**config.mk**
```make
export PLATFORM = sky130hd
export DESIGN_NAME = aone_pia_uart_flat
export DESIGN_NICKNAME = d
export VERILOG_FILES = /design/src/rtl/aone_pia_uart_if.sv /design/src/rtl/aone_pia_uart.sv /design/src/flat_wrapper.sv
export SDC_FILE = /design/constraint.sdc
export NUM_CORES = 1
export LEC_CHECK = 0
export BUFFER_PORTS_ARGS = -buffer_cell sky130_fd_sc_hd__buf_4
export CAP_MARGIN = 5
export CORE_MARGIN = 2
export CORE_UTILIZATION = 25
export CTS_BUF_LIST = sky130_fd_sc_hd__clkbuf_4
export DETAILED_ROUTE_END_ITERATION = 8
export MAX_ROUTING_LAYER = met4
export REMOVE_ABC_BUFFERS = 1
export SLEW_MARGIN = 10
export SYNTH_ARGS = -nofsm -noshare
export SYNTH_HDL_FRONTEND = slang
export SYNTH_SLANG_ARGS = --single-unit
export TNS_END_PERCENT = 50
```
**constraint.sdc**
```tcl
create_clock -name clk -period 2.86 [get_ports clk]
set_input_delay 0.143 -clock clk [delete_from_list [all_inputs] [get_ports clk]]
set_output_delay 0.143 -clock clk [all_outputs]
set_load 0.02 [all_outputs]
```
**src/rtl/aone_pia_uart_if.sv**
```systemverilog
// rtl/aone_pia_uart_if.sv - memory-bus bundle between the memory interface and the keyboard/display port
interface aone_pia_uart_if;
  logic       cs;
  logic [1:0] addr;
  logic       rd_en;
  logic       wr_en;
  logic [7:0] wdata;
  logic [7:0] rdata;

  modport master (output cs, addr, rd_en, wr_en, wdata, input rdata);
  modport slave  (input cs, addr, rd_en, wr_en, wdata, output rdata);
endinterface

```
**src/rtl/aone_pia_uart.sv**
```systemverilog
// rtl/aone_pia_uart.sv - 6820-style KBD/KBDCR/DSP/DSPCR register set at $D010-$D013 over 8N1 UART RX/TX
module aone_pia_uart #(
  parameter int CLKS_PER_BIT = 16,
  parameter bit AUTO_LF      = 1'b1
) (
  input  logic           clk,
  input  logic           reset,
  aone_pia_uart_if.slave bus,
  input  logic           uart_rx,
  output logic           uart_tx,
  output logic           kbd_overrun
);
  localparam int            CW        = (CLKS_PER_BIT > 1) ? $clog2(CLKS_PER_BIT) : 1;
  localparam logic [CW-1:0] BIT_LAST  = CW'(CLKS_PER_BIT - 1);
  localparam logic [CW-1:0] HALF_LAST = CW'(CLKS_PER_BIT / 2 - 1);

  typedef enum logic [1:0] {RX_IDLE, RX_START, RX_DATA, RX_STOP} rx_state_t;
  typedef enum logic [1:0] {TX_IDLE, TX_START, TX_DATA, TX_STOP} tx_state_t;

  logic       rd_hit, wr_hit, kbd_read, dsp_write;
  logic [5:0] kbdcr, dspcr;
  logic [7:0] rdata;
  logic       kbd_ready;
  logic [6:0] kbd_char;
  logic [6:0] last_dsp;
  logic       tx_busy;

  assign rd_hit    = bus.cs & bus.rd_en;
  assign wr_hit    = bus.cs & bus.wr_en;
  assign kbd_read  = rd_hit && (bus.addr == 2'd0);
  assign dsp_write = wr_hit && (bus.addr == 2'd2);
  assign bus.rdata = rdata;

  always_ff @(posedge clk or posedge reset) begin
    if (reset) begin
      rdata <= 8'h00;
      kbdcr <= 6'h00;
      dspcr <= 6'h00;
    end else begin
      if (wr_hit && bus.addr == 2'd1) kbdcr <= bus.wdata[5:0];
      if (wr_hit && bus.addr == 2'd3) dspcr <= bus.wdata[5:0];
      if (rd_hit) begin
        case (bus.addr)
          2'd0:    rdata <= {1'b1, kbd_char};
          2'd1:    rdata <= {kbd_ready, kbd_overrun, kbdcr};
          2'd2:    rdata <= {tx_busy, last_dsp};
          default: rdata <= {2'b00, dspcr};
        endcase
      end
    end
  end

  rx_state_t     rx_state;
  logic          rx_meta, rx_sync, rx_prev;
  logic [CW-1:0] rx_cnt;
  logic [2:0]    rx_bit;
  logic [6:0]    rx_shift;
  logic [6:0]    rx_char;
  logic          rx_commit;

  always_comb begin
    rx_char = rx_shift;
    if (rx_char == 7'h0A)
      rx_char = 7'h0D;
    else if (rx_char >= 7'h61 && rx_char <= 7'h7A)
      rx_char = rx_char - 7'h20;
  end

  assign rx_commit = (rx_state == RX_STOP) && (rx_cnt == BIT_LAST) && rx_sync;

  always_ff @(posedge clk or posedge reset) begin
    if (reset) begin
      rx_meta     <= 1'b1;
      rx_sync     <= 1'b1;
      rx_prev     <= 1'b1;
      rx_state    <= RX_IDLE;
      rx_cnt      <= '0;
      rx_bit      <= 3'd0;
      rx_shift    <= 7'h00;
      kbd_char    <= 7'h00;
      kbd_ready   <= 1'b0;
      kbd_overrun <= 1'b0;
    end else begin
      rx_meta <= uart_rx;
      rx_sync <= rx_meta;
      rx_prev <= rx_sync;

      if (rx_commit) begin
        kbd_char  <= rx_char;
        kbd_ready <= 1'b1;
      end else if (kbd_read) begin
        kbd_ready <= 1'b0;
      end
      if (kbd_read)
        kbd_overrun <= 1'b0;
      else if (rx_commit && kbd_ready)
        kbd_overrun <= 1'b1;

      case (rx_state)
        RX_IDLE: begin
          if (rx_prev && !rx_sync) begin
            rx_state <= RX_START;
            rx_cnt   <= '0;
          end
        end
        RX_START: begin
          if (rx_cnt == HALF_LAST) begin
            rx_cnt   <= '0;
            rx_bit   <= 3'd0;
            rx_state <= rx_sync ? RX_IDLE : RX_DATA;
          end else begin
            rx_cnt <= rx_cnt + 1'b1;
          end
        end
        RX_DATA: begin
          if (rx_cnt == BIT_LAST) begin
            rx_cnt <= '0;
            rx_bit <= rx_bit + 3'd1;
            // bit 7 is never kept, so only the first seven samples shift in
            if (rx_bit != 3'd7)
              rx_shift <= {rx_sync, rx_shift[6:1]};
            else
              rx_state <= RX_STOP;
          end else begin
            rx_cnt <= rx_cnt + 1'b1;
          end
        end
        RX_STOP: begin
          if (rx_cnt == BIT_LAST)
            rx_state <= RX_IDLE;
          else
            rx_cnt <= rx_cnt + 1'b1;
        end
        default: rx_state <= RX_IDLE;
      endcase
    end
  end

  tx_state_t     tx_state;
  logic [CW-1:0] tx_cnt;
  logic [2:0]    tx_bit;
  logic [7:0]    tx_shift;
  logic          tx_lf_sent;

  always_ff @(posedge clk or posedge reset) begin
    if (reset) begin
      tx_state   <= TX_IDLE;
      uart_tx    <= 1'b1;
      tx_busy    <= 1'b0;
      last_dsp   <= 7'h00;
      tx_cnt     <= '0;
      tx_bit     <= 3'd0;
      tx_shift   <= 8'h00;
      tx_lf_sent <= 1'b0;
    end else begin
      if (dsp_write && !tx_busy) begin
        last_dsp <= bus.wdata[6:0];
        tx_busy  <= 1'b1;
      end

      case (tx_state)
        TX_IDLE: begin
          uart_tx <= 1'b1;
          if (tx_busy) begin
            tx_state   <= TX_START;
            uart_tx    <= 1'b0;
            tx_cnt     <= '0;
            tx_shift   <= {1'b0, last_dsp};
            tx_lf_sent <= 1'b0;
          end
        end
        TX_START: begin
          if (tx_cnt == BIT_LAST) begin
            tx_cnt   <= '0;
            tx_bit   <= 3'd0;
            uart_tx  <= tx_shift[0];
            tx_state <= TX_DATA;
          end else begin
            tx_cnt <= tx_cnt + 1'b1;
          end
        end
        TX_DATA: begin
          if (tx_cnt == BIT_LAST) begin
            tx_cnt <= '0;
            if (tx_bit == 3'd7) begin
              tx_state <= TX_STOP;
              uart_tx  <= 1'b1;
            end else begin
              tx_bit   <= tx_bit + 3'd1;
              tx_shift <= {1'b0, tx_shift[7:1]};
              uart_tx  <= tx_shift[1];
            end
          end else begin
            tx_cnt <= tx_cnt + 1'b1;
          end
        end
        TX_STOP: begin
          if (tx_cnt == BIT_LAST) begin
            tx_cnt <= '0;
            // the LF frame follows the CR stop bit with no idle gap
            if (AUTO_LF && !tx_lf_sent && last_dsp == 7'h0D) begin
              tx_state   <= TX_START;
              uart_tx    <= 1'b0;
              tx_shift   <= 8'h0A;
              tx_lf_sent <= 1'b1;
            end else begin
              tx_state <= TX_IDLE;
              tx_busy  <= 1'b0;
            end
          end else begin
            tx_cnt <= tx_cnt + 1'b1;
          end
        end
        default: tx_state <= TX_IDLE;
      endcase
    end
  end
endmodule

```
**src/flat_wrapper.sv**
```systemverilog
// flat-port wrapper written by rule: the top's interface ports become plain ports
module aone_pia_uart_flat 
#(
  parameter int CLKS_PER_BIT = 16,
  parameter bit AUTO_LF      = 1'b1
)
  (clk, reset, uart_rx, uart_tx, kbd_overrun, bus_cs, bus_addr, bus_rd_en, bus_wr_en, bus_wdata, bus_rdata);
  aone_pia_uart_if bus_i ();
  input  logic clk;
  input  logic reset;
  input  logic uart_rx;
  output logic uart_tx;
  output logic kbd_overrun;
  input wire logic [$bits(bus_i.cs)-1:0] bus_cs;
  input wire logic [$bits(bus_i.addr)-1:0] bus_addr;
  input wire logic [$bits(bus_i.rd_en)-1:0] bus_rd_en;
  input wire logic [$bits(bus_i.wr_en)-1:0] bus_wr_en;
  input wire logic [$bits(bus_i.wdata)-1:0] bus_wdata;
  output wire logic [$bits(bus_i.rdata)-1:0] bus_rdata;
  assign bus_i.cs = bus_cs;
  assign bus_i.addr = bus_addr;
  assign bus_i.rd_en = bus_rd_en;
  assign bus_i.wr_en = bus_wr_en;
  assign bus_i.wdata = bus_wdata;
  assign bus_rdata = bus_i.rdata;
  aone_pia_uart #(.CLKS_PER_BIT(CLKS_PER_BIT), .AUTO_LF(AUTO_LF)) u_core (.clk(clk), .reset(reset), .bus(bus_i), .uart_rx(uart_rx), .uart_tx(uart_tx), .kbd_overrun(kbd_overrun));
endmodule
```
After elaboration in Yosys (flattened, before gate mapping)
Index checks and enable logic that the tools add are counted. Widths: inputs -> output; s select.

Logic and storage cells: 149. Bits of input ports: 16. Flip-flop bits (word level): 75. Output and inout bits: 10.

Reduce and logical (&&, ||, !) cells: 33. Equal/unequal tests: 29. Bitwise gates (word level): 2. Add/subtract/negate cells: 5. $lt $le $gt $ge: 2. Mux-type cells: 57.

Operator list (count): $pmux 8 s3 (2); $mux 8 (5); $mux 4 (6); $mux 2 (11); $mux 1 (18); $ne 2x1->1 const B (9); $pmux 2 s4 (2); $pmux 4 s4 (1); $mux 3 (5); $eq 7x4->1 const B (2); $mux 7 (2); $eq 2x2->1 const B (6); $pmux 3 s2 (2); $reduce_and 4->1 (3); $logic_and 1x1->1 (11); $reduce_and 5->1 (2); $reduce_bool 2->1 (5); $add 4x1->4 const B (2); $eq 4x4->1 const B (2); $ne 2x2->1 const B (4); $pmux 4 s2 (1); $ge 7x7->1 const B (1); $le 7x7->1 const B (1); $sub 7x6->7 const B (1); 15 further kinds (24).

Logic depth before layout (Yosys ltp)
Depth in word-level cells: 7. Gate-level depth with buffers: 7. Depth with buffers taken out: 6.

Worst setup path after synthesis
No wires, ideal clock.

Path type: flip-flop to flip-flop. Start point: register u_core.tx_bit[0]. End point: register u_core.tx_shift[1]. Slack: 0.827 ns. Path buffers: 2. Setup time: 0.125 ns. Required time: 2.735 ns. Cell stages (with the launch flop): 8. Clock period less this slack: 2.033 ns. Arrival time: 1.908 ns. Cell sequence: dfrtp_1 > ha_1 > ha_1 > clkbuf_1 > o21a_1 > a2111o_1 > buf_6 > mux2_4.

Longest elaborated chain between the ends: 3.

RTL lines: start, declared (RTL line aone_pia_uart.sv:141) `logic [2:0] tx_bit;`; start signal, assigned (RTL line aone_pia_uart.sv:189) `tx_bit <= tx_bit + 3'd1;`; $eq 3x3->1 (RTL line aone_pia_uart.sv:185) `if (tx_bit == 3'd7) begin`; $ne 2x2->1 (no source line); $reduce_and 6->1 (no source line); end signal, assigned (RTL line aone_pia_uart.sv:168) `tx_shift <= {1'b0, last_dsp};`; end signal, assigned (RTL line aone_pia_uart.sv:190) `tx_shift <= {1'b0, tx_shift[7:1]};`; end, declared (RTL line aone_pia_uart.sv:142) `logic [7:0] tx_shift;`.

Every way passes these cells. A chain may end at the register's enable or synchronous reset.

Worst setup path after layout
Start point: register u_core.tx_state[0]. End point: register u_core.tx_shift[5].

Longest elaborated chain between the ends: 3. Elaborated cells on any way between the ends: 11. Those cells by class: 7 x eq/ne; 1 x mux; 3 x reduce/logical.

RTL lines: start, declared (RTL line aone_pia_uart.sv:139) `tx_state_t tx_state;`; start signal, assigned (RTL line aone_pia_uart.sv:147) `tx_state <= TX_IDLE;`; start signal, assigned (RTL line aone_pia_uart.sv:165) `tx_state <= TX_START;`; start signal, assigned (RTL line aone_pia_uart.sv:177) `tx_state <= TX_DATA;`; $eq 2x2->1 or $logic_not 2->1 (tied branches) (RTL line aone_pia_uart.sv:161) `case (tx_state)`; $ne 2x1->1 (no source line) (tied with other cells); $reduce_and 6->1 (no source line).

Several ways; a longest one is shown, not always the timed one.

==> metrics.cfg <==
[outcome]
status = finished, final reports clean

[power]
p_int_uw = 1690
sw_frac_of_total_pct = 31.1
power.density_mw_per_mm2 = 561
worst_ir_drop_vdd_uv = 219
p_leak_uw = 0.00202
p_sw_uw = 766
p_comb_share_pct = 22.9
clkPwrFrac_pct = 27.7
pwr-share-seq_pct = 49.4

[synth]
avgSynthCellArea_um2 = 11.9
synth_top_family_by_area = multiplexers
synth_adder_area_share_pct = 5.30
ys_warn_count = 0
ys.flop_type = dfrtp_1
synth-edff-count = 0
ys_seq_area_share_pct = 49.2
ys_async_sr_fraction_pct = 100
synth_cell_type_count = 53
synth_area_mm2 = 0.00378
ys_ff_latch = 74
synth-simple-area-share_pct = 11.0
yosys.area_share.xor_xnor_pct = 0
synth_cells = 317
synth_compound_area_share_pct = 12.4
synth_mux_area_share_pct = 18.9

[timing]
max_freq_mhz = 434
maxSlewHeadroom_pct = 46.8
worst_pin_slew_ns = 0.797
hold_viol_final = 0
period_share_pct = 80.6
fin_crit_ns = 2.30
tns_ns = 0
setup_viol = 0
fin_skew_ns = 0.0142
rsz0062_at_grt = no
slew_viol_final = 0

[placement]
place.gp.congestion = 0.768
dp.final_hpwl_mm = 5.50
port_buffers = 24
place_inst = 513

[route]
via_per_inst = 4.75
remaining_drc_errors = 0
drt_pass1_iterations = 4
vias = 2561
drt_wl_total_mm = 7.69
ant_nets = 0
avgRoutedWirePerCell_um = 14.3
drt_iter0_drc = 137

[job]
cap_viol_max_count = 0

[min_path]
min_path_cells = 3
min_path_type = primary input to flip-flop

[clock_tree]
clkLatencyLatePin_ns = 0.43
cts-root-buf = clkbuf_4
htreeDepth = 3
clockBufferDepth = 2
cts_tree = yes
cts_buffers = 9
cts_sinks = 74
cts.reportedPaths.clkPinSlew_ns = 0.13

[global_route]
antenna_found_initial = 1
overflow = 0
grt_use_total_pct = 10.4
grt_pass1_vias = 2626
grt_pass1_wl_mm = 12.9
grt_max_degree = 39

[cells_and_area]
area_delta_synth_final_pct = 16.2
drive_gt1_share_pct = 28.0
fin_nets = 381
layout_commonest_cell = dfrtp_1
n_fill_cell = 1491
final_core_util_pct = 30.0
final_cell_mix = 70 x dfrtp_1, 37 x mux2_2, 25 x buf_4
final_cells = 539

[setup_path]
end_kind = flip-flop
crit_required_ns = 3.19
r2r_cells = 5
cp_max_fo = 13
worstPathArrival_ns = 2.63
start_kind = flip-flop
critPathKind = flip-flop to flip-flop
regToRegSetupSlack_ns = 0.56

[die]
initial_utilization_pct = 25.8
die_h_um = 127
boundaryPins = 26
die_area_mm2 = 0.0161
placementRows = 44
core_mm2 = 0.0146
die_width_um = 127

[worst max-delay path, stage by stage, from the launching register on]
cell and delay [ns]:
dfrtp_1 0.46, inv_1 0.12, ha_1 0.43, nor2b_1 0.44, a2111o_1 0.40, mux2_4 0.34
[synth_stat cells, drive strengths merged (6+ instances only)]
| cell type | instances | area (um2) |
|---|---|---|
| clkbuf | 10 | 37.5 |
| a21oi | 6 | 30.0 |
| mux2 | 43 | 507 |
| dfrtp | 70 | 1750 |
| a22o | 9 | 78.8 |
| o21ai | 16 | 80.1 |
| mux4 | 6 | 139 |
| nor2 | 15 | 56.3 |
| ha | 16 | 200 |
| mux2i | 7 | 70.1 |
| inv | 15 | 56.3 |
| nand2 | 20 | 75.1 |
[flip-flops by register name, summed over array words and instances (netlist names), 4 cells and up, named ones only]
register and flops:
u_core.last_dsp 7, u_core.tx_cnt 4, u_core.rx_shift 7, u_core.kbdcr 6, u_core.kbd_char 7, u_core.tx_shift 7
u_core.dspcr 6, u_core.rx_cnt 4, u_core.bus.rdata 8
[repair_timing]
| item | 4_1_cts | 5_1_grt |
|---|---|---|
| hold buffers | 9 | 0 |
| setup buffers | 0 | 0 |
| hold endpoints to repair | 53 | 0 |
| resized for setup | 0 | 0 |
[layout make-up]
cell class	count	area (um2)	share of cell area, %
antenna	1	2.50	0.0570
sequential	74	1860	42.3
inverter	15	56.3	1.28
tap	184	230	5.25
clock buffer	9	67.6	1.54
multi-input combinational	214	1800	41.0
timing repair buffer	35	298	6.79
clock inverter	7	76.3	1.74
[cell families after synthesis]
kind of cell | Yosys count
flops | 74
fa+ha+maj | 16
compound gates | 66
buf+inv | 29
mux | 56
simple gates | 76
[per-stage QoR]
| stage | cell area [um2] | setup slack (ns) | hold slack (ns) | power (uW) |
|---|---|---|---|---|
| 3_3_place_gp | 4150 | 0.661 | 0.253 | 1770 |
| 3_5_place_dp | 4150 | 0.609 | 0.253 | 1790 |
| 4_1_cts | 4390 | 0.583 | 0.0106 | 2500 |
| 5_1_grt | 4390 | 0.406 | 0.0386 | 2610 |
| 2_1_floorplan | 3710 | 0.842 | 0.147 | 1630 |
| 6_report | 4390 | 0.556 | 0.0401 | 2460 |
[path summary, 6_finish.rpt]
check	endpoint	from
min reg2reg	u_core.rx_sync	u_core.rx_meta
min in group asynchronous	asynchronous set/reset pin	reset
min	u_core.tx_busy	bus_wr_en
max in group asynchronous	u_core.uart_tx	reset
max	u_core.tx_shift[5]	u_core.tx_state[0]
max reg2reg	u_core.tx_shift[5]	u_core.tx_state[0]
[layer usage]
layer	share of wire, %	up-vias	track usage, %
met4	2.1	0	4.98
met1	52	1267	14.1
li1	-	1240	-
met3	2.3	13	2.02
met2	44	41	14.7
met5	0	-	-
[power groups by stage]
stage | Sequential, uW | Combinational [uW] | Clock (uW)
3_3_place_gp | 1230 | 537 | 0
3_5_place_dp | 1240 | 559 | 0
5_1_grt | 1230 | 628 | 754
2_1_floorplan | 1240 | 384 | 0
6_report | 1210 | 564 | 681
4_1_cts | 1210 | 572 | 710
Note: power is estimated with default switching activity, not from simulation.
